==> src/rtl/div_arbiter.sv <==
// div_arbiter: round-robin front end that shares one combinational unsigned
// divider among NREQ valid/ready requesters and returns a tagged, registered
// response two cycles after each grant.
// Optional feature macro: DIV_ERR_CHECK_EN (overflow / divide-by-zero flagging
// with saturated quotient). Without it rsp_err is always 0 and raw results pass.

// Combinational restoring divider producing an (M-N+1)-bit quotient. Results are
// only meaningful when the quotient fits, i.e. (a >> (M-N+1)) < b.
module divider #(
    parameter int M = 8,
    parameter int N = 4
) (
    input  logic [M-1:0] a_i,
    input  logic [N-1:0] b_i,
    output logic [M-N:0] q_o
);
    logic [N-1:0] part;
    logic [N:0]   trial;

    // One restoring step per quotient bit, MSB first; the partial remainder is
    // seeded with the top N-1 dividend bits.
    always_comb begin
        q_o   = '0;
        part  = N'(a_i[M-1:M-N+1]);
        trial = '0;
        for (int i = M - N; i >= 0; i--) begin
            trial = {part, a_i[i]};
            if (trial >= {1'b0, b_i}) begin
                q_o[i] = 1'b1;
                trial  = trial - {1'b0, b_i};
            end
            part = trial[N-1:0];
        end
    end
endmodule

module div_arbiter #(
    parameter int M    = 8,
    parameter int N    = 4,
    parameter int NREQ = 4,
    parameter int IDW  = 2
) (
    input  logic               clk,
    input  logic               rst,
    input  logic [NREQ-1:0]    req_valid,
    output logic [NREQ-1:0]    req_ready,
    input  logic [NREQ*M-1:0]  req_a,
    input  logic [NREQ*N-1:0]  req_b,
    output logic               rsp_valid,
    input  logic               rsp_ready,
    output logic [IDW-1:0]     rsp_id,
    output logic [M-N:0]       rsp_q,
    output logic [N-1:0]       rsp_r,
    output logic               rsp_err
);
    localparam int QW = M - N + 1;

    typedef enum logic [1:0] {IDLE, CALC, HOLD} state_t;

    state_t         state_q, state_d;
    logic [IDW-1:0] ptr_q, ptr_d;
    logic [M-1:0]   a_q, a_d;
    logic [N-1:0]   b_q, b_d;
    logic [IDW-1:0] id_q, id_d;
    logic [QW-1:0]  quo_q, quo_d;
    logic [N-1:0]   rem_q, rem_d;
    logic           err_q, err_d;

    logic [M-1:0]   a_arr [NREQ];
    logic [N-1:0]   b_arr [NREQ];
    logic           grant_found;
    logic [IDW-1:0] grant_idx;
    logic [IDW-1:0] cand;
    logic [QW-1:0]  div_q;
    logic [N-1:0]   rem_calc;

    // Unpack the flat operand buses into per-requester lanes.
    genvar gi;
    generate
        for (gi = 0; gi < NREQ; gi++) begin : g_lane
            assign a_arr[gi] = req_a[gi*M +: M];
            assign b_arr[gi] = req_b[gi*N +: N];
        end
    endgenerate

    divider #(.M(M), .N(N)) u_divider (
        .a_i (a_q),
        .b_i (b_q),
        .q_o (div_q)
    );

    // Remainder derived from the quotient at dividend width, then truncated.
    assign rem_calc = N'(a_q - M'(div_q) * M'(b_q));

`ifdef DIV_ERR_CHECK_EN
    logic ovf;
    // Quotient overflows its QW bits unless (A >> QW) < B; B==0 always trips this.
    assign ovf = (a_q >> QW) >= M'(b_q);
`endif

    // Round-robin pick: first valid requester at or after ptr, wrapping.
    always_comb begin
        grant_found = 1'b0;
        grant_idx   = '0;
        cand        = '0;
        for (int k = 0; k < NREQ; k++) begin
            cand = IDW'((int'(ptr_q) + k) % NREQ);
            if (!grant_found && req_valid[cand]) begin
                grant_found = 1'b1;
                grant_idx   = cand;
            end
        end
    end

    // Next-state, grant and datapath-capture logic.
    always_comb begin
        state_d   = state_q;
        ptr_d     = ptr_q;
        a_d       = a_q;
        b_d       = b_q;
        id_d      = id_q;
        quo_d     = quo_q;
        rem_d     = rem_q;
        err_d     = err_q;
        req_ready = '0;
        case (state_q)
            IDLE: begin
                if (grant_found) begin
                    req_ready[grant_idx] = 1'b1;
                    a_d     = a_arr[grant_idx];
                    b_d     = b_arr[grant_idx];
                    id_d    = grant_idx;
                    ptr_d   = IDW'((int'(grant_idx) + 1) % NREQ);
                    state_d = CALC;
                end
            end
            CALC: begin
`ifdef DIV_ERR_CHECK_EN
                if (ovf) begin
                    quo_d = '1;
                    rem_d = '0;
                    err_d = 1'b1;
                end else begin
                    quo_d = div_q;
                    rem_d = rem_calc;
                    err_d = 1'b0;
                end
`else
                quo_d = div_q;
                rem_d = rem_calc;
                err_d = 1'b0;
`endif
                state_d = HOLD;
            end
            HOLD: begin
                if (rsp_ready) begin
                    state_d = IDLE;
                end
            end
            default: state_d = IDLE;
        endcase
    end

    // State and datapath registers; reset discards any in-flight operation.
    always_ff @(posedge clk or posedge rst) begin
        if (rst) begin
            state_q <= IDLE;
            ptr_q   <= '0;
            a_q     <= '0;
            b_q     <= '0;
            id_q    <= '0;
            quo_q   <= '0;
            rem_q   <= '0;
            err_q   <= 1'b0;
        end else begin
            state_q <= state_d;
            ptr_q   <= ptr_d;
            a_q     <= a_d;
            b_q     <= b_d;
            id_q    <= id_d;
            quo_q   <= quo_d;
            rem_q   <= rem_d;
            err_q   <= err_d;
        end
    end

    assign rsp_valid = (state_q == HOLD);
    assign rsp_id    = id_q;
    assign rsp_q     = quo_q;
    assign rsp_r     = rem_q;
    assign rsp_err   = err_q;
endmodule

==> config.mk <==
export PLATFORM = sky130hd
export DESIGN_NAME = div_arbiter
export DESIGN_NICKNAME = d
export VERILOG_FILES = /design/src/rtl/div_arbiter.sv
export SDC_FILE = /design/constraint.sdc
export NUM_CORES = 1
export LEC_CHECK = 0
export CORE_MARGIN = 2
export CORE_UTILIZATION = 51
export DETAILED_ROUTE_END_ITERATION = 7
export PLACE_DENSITY = 0.82
export SLEW_MARGIN = 20
export SYNTH_ARGS = -nofsm -noshare
export SYNTH_HDL_FRONTEND = slang
export SYNTH_HIERARCHICAL = 1
export SYNTH_SLANG_ARGS = --single-unit
==> constraint.sdc <==
create_clock -name clk -period 10.45 [get_ports clk]
set_input_delay 3.135 -clock clk [delete_from_list [all_inputs] [get_ports clk]]
set_output_delay 3.135 -clock clk [all_outputs]
set_load 0.1 [all_outputs]
==> results of run 1 <==
[cell families after synthesis]
family	after synthesis	share of synthesized area (%)
DFF	27	23.5
other	1	0.130
AOI/OAI and AO/OA	73	19.4
and+or+nand+nor	90	17.9
adders and majority gates	33	16.2
xor gates and xnor gates	15	5.04
buffers and inverters	36	6.60
muxes	31	11.3
[area by class of cell]
type / count / area, µm²
clock buffer: 3 / 41.3
clock inverter: 1 / 7.51
fill: 473 / 1810
inverter: 26 / 100
multi-input combinational: 243 / 2010
sequential: 27 / 677
tap: 72 / 90.1
timing repair buffer: 74 / 731
[how the worst max path moves through the flow]
stage           start       end  slack, ns  depth (start not counted)
4_1_cts        b_q[0]  rsp_r[3]       0.55                         41
6_report       b_q[1]  rsp_r[3]       0.72                         41
3_3_place_gp   b_q[0]  rsp_r[3]       1.01                         41
5_1_grt        b_q[1]  rsp_r[3]     -0.007                         41
2_1_floorplan  b_q[0]  rsp_r[3]       1.45                         42
3_5_place_dp   b_q[0]  rsp_r[3]       0.58                         41
[through the flow]
| stage | util, % | TNS, ns | worst slack (ns) | instances |
|---|---|---|---|---|
| global placement | 65.4 | 0 | 1.01 | 438 |
| CTS | 66.3 | 0 | 0.548 | 442 |
| global route | 66.9 | -0.00697 | -0.00697 | 446 |
| detailed placement | 65.4 | 0 | 0.581 | 438 |
| floorplan | - | 0 | 1.45 | 306 |
| finish | 66.9 | 0 | 0.719 | 446 |
[critical path, delay by kind of cell, from the launching register on]
family          cells  cell delay, ns
compound gates     19            3.53
fa+ha+maj           8            2.62
mux                 4            1.47
buf+inv             6            0.74
flops               1            0.60
simple gates        3            0.48
xor+xnor            1            0.13
[synth_stat cells (2+ instances only)]
cell type,count
dfrtp_1,27
ha_1,26
inv_1,24
mux2i_1,21
nor2_1,21
nand2_1,19
and2_1,18
a211oi_1,13
a21oi_1,13
o21ai_0,13
xnor2_1,11
a221oi_1,10
mux2_2,9
nand2b_1,9
a21o_1,7
fa_1,7
xor2_1,3
a2111o_1,2
a221oi_2,2
and2_4,2
and2b_1,2
buf_2,2
buf_4,2
buf_6,2
clkbuf_1,2
nand3b_1,2
nor3_1,2
o211a_1,2
o21ai_2,2
o221ai_1,2
or2_1,2
[state kept, by name, summed over array words and instances, names as in the netlist]
signal	count
rsp_q	5
a_q	8
ptr_q	2
rsp_id	2
rsp_r	4
b_q	4
state_q	2
[layer usage]
layer  share of wire (%)  vias to the layer above
li1                    -                     1226
met1                  43                     1179
met2                  50                       93
met3                 5.5                        9
met4                 1.5                        0
met5                   0                        -
[timing repair]
item / in CTS / in global routing
endpoints found under the hold margin: 0 / 0
gates resized for setup: 0 / 2
setup endpoints to repair: 0 / 3
setup buffers: 0 / 4
==> impl_metrics.yaml, run 1 <==
yosys:
  async_flop_share_pct: 100
  ys_ff_latch: 27
  syn-num-nets: 394
  synth_enable_flop_cells: 0
  synthFlopType: "dfrtp_1"
  yosysSeqAreaShare_pct: 23.5
  syn_area_per_cell_um2: 9.41
  yosysTopAreaCell: "dfrtp_1"
  syn_inst: 306
  synth_top_area_share_pct: 23.5
  synthTopCellsByArea: "dfrtp_1 (23%), ha_1 (11%), mux2i_1 (7.3%)"
  yosysWarnings: 6
  netlist_area_um2: 2880
  ys_types: 58
finish:
  final_common_cell: "clkdlybuf4s50_1"
  final_nets: 463
  area_growth_pct: 27.1
  n_antenna_cell: 0
  drive_gt1_share_pct: 10.4
  finish.instance_area_um2: 3660
  layout_common_cells: "clkdlybuf4s50_1 (70), ha_1 (26), dfrtp_1 (26)"
sta:
  clock.fmax_mhz: 103
  relSlewSlack_pct: 34.5
  holdWs_ns: 0.492
  maxSlewViolCount: 0
  period_share_pct: 93.1
  worst_slew_pin_slew_ns: 0.980
  finalHoldViolCount: 0
  fin_skew_ns: 0.00339
  min_period_ns: 9.73
  setup_viol: 0
grt:
  antenna_found_initial: 0
  use_met1_pct: 29.1
  grt.total_usage_pct: 23.1
  grt_util_met3_pct: 2.61
  grt.busiest_layer: "met2"
  grt_max_degree: 28
  grt_pass1_vias: 2585
  gr-total-overflow: 0
  grt_pass1_wl_um: 11500
  grt.met2_usage_pct: 40.9
die:
  die-width_um: 79.2
  design.portCount: 72
  fp.dieArea_um2: 6260
  core_um2: 5470
  num_rows: 27
  initial_utilization_pct: 52.6
  die_h_um: 79.2
run_status:
  outcome: "complete, no violations"
critical_path:
  slowest_stage: "dfrtp_1"
  crit_required_ns: 10.61
  critPathKind: "flip-flop to flip-flop"
  crit_fanout: 8
  rr_startpoint: "b_q[1]"
  cp.arrival_ns: 9.89
  rr_worst_depth: 41
  rr_endpoint: "rsp_r[3]"
  slowest_delay_ns: 0.60
  startpoint_type: "flip-flop"
  rrSetupSlack_ns: 0.72
  end_kind: "flip-flop"
cts:
  root_buffer: "clkbuf_8"
  cts_buffer_depth: 2
  numClockSinks: 27
  ctsHoldBuffers: 0
  cts-buffers-inserted: 3
  clk_latency_ns: 0.29
  clk_pin_slew_ns: 0.11
  tritoncts: "done"
  htreeDepth: 1
route:
  drt_iter0_drc: 134
  wire_per_inst_um: 15.4
  ant_nets: 0
  drc_errors: 0
  wl_um: 6860
  num_vias: 2507
  vias_per_cell: 5.62
  firstDrtPassIters: 4
placed_design:
  io_buffers: 70
  hpwl_um: 5440
  place.gp.congestion: 0.894
  post_dp_cell_area_um2: 3580
hold_path:
  hold_path_startpoint: "rsp_id[1]"
  hold_depth: 2
  min_path_type: "flip-flop to flip-flop"
  min_to: "rsp_id[1]"
job:
  drv_cap: 0
Power of run 1 is left out: the tool's default activity adds up to more than one toggle a clock period on the data nets, which glitch-free logic cannot reach.
==> run 2: changes to the inputs <==
--- a/config.mk
+++ b/config.mk
@@ -8,6 +8,7 @@
 export CORE_MARGIN = 2
 export CORE_UTILIZATION = 51
 export DETAILED_ROUTE_END_ITERATION = 7
+export GPL_TIMING_DRIVEN = 0
 export PLACE_DENSITY = 0.82
 export SLEW_MARGIN = 20
 export SYNTH_ARGS = -nofsm -noshare
==> run 2 against run 1 <==
  * First-iteration DRC count shrank 0.75%
  * Global-route usage shrank 0.14 points
  * Die area is the same
  * Clock-buffer cell count is the same
  * Critical path depth grew 1
  * Register-to-register slack lost 0.16 ns
  * Critical path type unchanged
==> impl_metrics.yaml, run 2 (synthesized netlist as in run 1, its figures left out) <==
critical_path:
  rr_worst_depth: 42
  critPathKind: "flip-flop to flip-flop"
  cp.arrival_ns: 10.04
  rrSetupSlack_ns: 0.56
  slowest_delay_ns: 0.51
  rr_startpoint: "b_q[0]"
  end_kind: "flip-flop"
  crit_fanout: 10
  crit_required_ns: 10.60
  rr_endpoint: "rsp_r[3]"
  crit_top_cell: "ha_1"
  startpoint_type: "flip-flop"
  slowest_stage: "fa_1"
hold_path:
  min_to: "rsp_id[1]"
  min_path_type: "flip-flop to flip-flop"
  hold_depth: 2
  hold_path_startpoint: "rsp_id[1]"
finish:
  largest_register_ffs: 8
  drive_gt1_share_pct: 12.3
  final_nets: 472
  n_antenna_cell: 0
  layout.cells.non_filler: 455
  top_register: "a_q"
  final_common_cell: "clkdlybuf4s50_1"
  layout_common_cells: "clkdlybuf4s50_1 (70), ha_1 (26), dfrtp_1 (25)"
  area_growth_pct: 30.1
placed_design:
  hpwl_um: 5600
  place.gp.congestion: 0.848
  io_buffers: 70
  dpl.cell_count: 448
die:
  design.portCount: 72
  initial_utilization_pct: 52.6
  die_h_um: 79.2
  core_um2: 5470
  num_rows: 27
  die-width_um: 79.2
  fp.dieArea_um2: 6260
cts:
  tritoncts: "done"
  cts_buffer_depth: 2
  ctsHoldBuffers: 0
  htreeDepth: 1
  numClockSinks: 27
  cts-buffers-inserted: 3
  root_buffer: "clkbuf_8"
  clk_latency_ns: 0.27
  clk_pin_slew_ns: 0.10
grt:
  grt_max_degree: 28
  antenna_found_initial: 0
  grt.total_usage_pct: 22.9
  grt_pass1_wl_um: 11600
  grt_pass1_vias: 2535
  gr-total-overflow: 0
route:
  wl_um: 6720
  drc_errors: 0
  wire_per_inst_um: 14.8
  drt_iter0_drc: 133
  num_vias: 2522
  ant_nets: 0
  firstDrtPassIters: 4
  vias_per_cell: 5.54
sta:
  setup_viol: 0
  min_period_ns: 9.89
  period_share_pct: 94.6
  worst_slew_pin_slew_ns: 0.999
  maxSlewViolCount: 0
  fin_skew_ns: 0.00943
  finalHoldViolCount: 0
  clock.fmax_mhz: 101
  relSlewSlack_pct: 33.2
job:
  drv_cap: 0
run_status:
  outcome: "complete, no violations"
## run 2: layout make-up
type | count | area [µm²]
Buffer | 10 | 90.1
Clock buffer | 3 | 41.3
Clock inverter | 1 | 5.00
Fill cell | 444 | 1730
Inverter | 26 | 100
Multi-Input combinational cell | 243 | 2020
Sequential cell | 27 | 678
Tap cell | 72 | 90.1
Timing Repair Buffer | 73 | 723
## run 2: routing by layer
layer | global-route usage, % | routed length [µm] | vias up | share of wire (%)
met3 | 2.39 | 271 | 9 | 4.0
met2 | 39.5 | 3390 | 77 | 50
li1 | - | - | 1249 | -
met5 | 0 | 0 | - | 0
met1 | 30.4 | 2980 | 1187 | 44
met4 | 6.72 | 75 | 0 | 1.1
## run 2: worst max-delay path by stage
stage                 from       end  depth (start not counted)
floorplan           b_q[0]  rsp_r[3]                         42
global placement    b_q[1]  rsp_r[3]                         41
detailed placement  b_q[1]  rsp_r[3]                         41
CTS                 b_q[1]  rsp_r[3]                         41
global route        b_q[0]  rsp_r[3]                         42
finish              b_q[0]  rsp_r[3]                         42
## run 2: stage by stage
| stage | setup TNS, ns | hold slack [ns] | utilization (%) | worst slack [ns] | instance area, µm² |
|---|---|---|---|---|---|
| 6_report | 0 | 0.497 | 68.4 | 0.561 | 3750 |
| 5_1_grt | -0.0229 | 0.526 | 68.4 | -0.0229 | 3750 |
| 4_1_cts | 0 | 0.497 | 67.9 | 0.153 | 3720 |
| 3_5_place_dp | 0 | 0.468 | 67.1 | 0.206 | 3670 |
| 3_3_place_gp | 0 | 0.461 | 67.1 | 0.466 | 3670 |
| 2_1_floorplan | 0 | 0.493 | - | 1.45 | 2880 |
## run 2: repair_timing
item	CTS	global route
endpoints found under the setup margin	0	3
setup buffers	0	3
gates resized for setup	0	4
## run 2: worst max-delay path, delay by kind of cell (launching register included)
kind | cells | cell delay [ns]
mux | 4 | 1.49
simple gates | 3 | 0.48
compound gates | 19 | 3.82
buf+inv | 6 | 0.49
flops | 1 | 0.49
fa+ha+maj | 9 | 2.85
xor+xnor | 1 | 0.14
Power of run 2 is left out for the same reason.
==> run 3: changes to the inputs <==
--- a/config.mk
+++ b/config.mk
@@ -10,6 +10,7 @@
 export DETAILED_ROUTE_END_ITERATION = 7
 export GPL_TIMING_DRIVEN = 0
 export PLACE_DENSITY = 0.82
+export SKIP_CTS_REPAIR_TIMING = 1
 export SLEW_MARGIN = 20
 export SYNTH_ARGS = -nofsm -noshare
 export SYNTH_HDL_FRONTEND = slang
==> results of run 3 <==
No change in the layout: final DEF, timing and power equal those of run 2.
Power of run 3 is left out for the same reason.
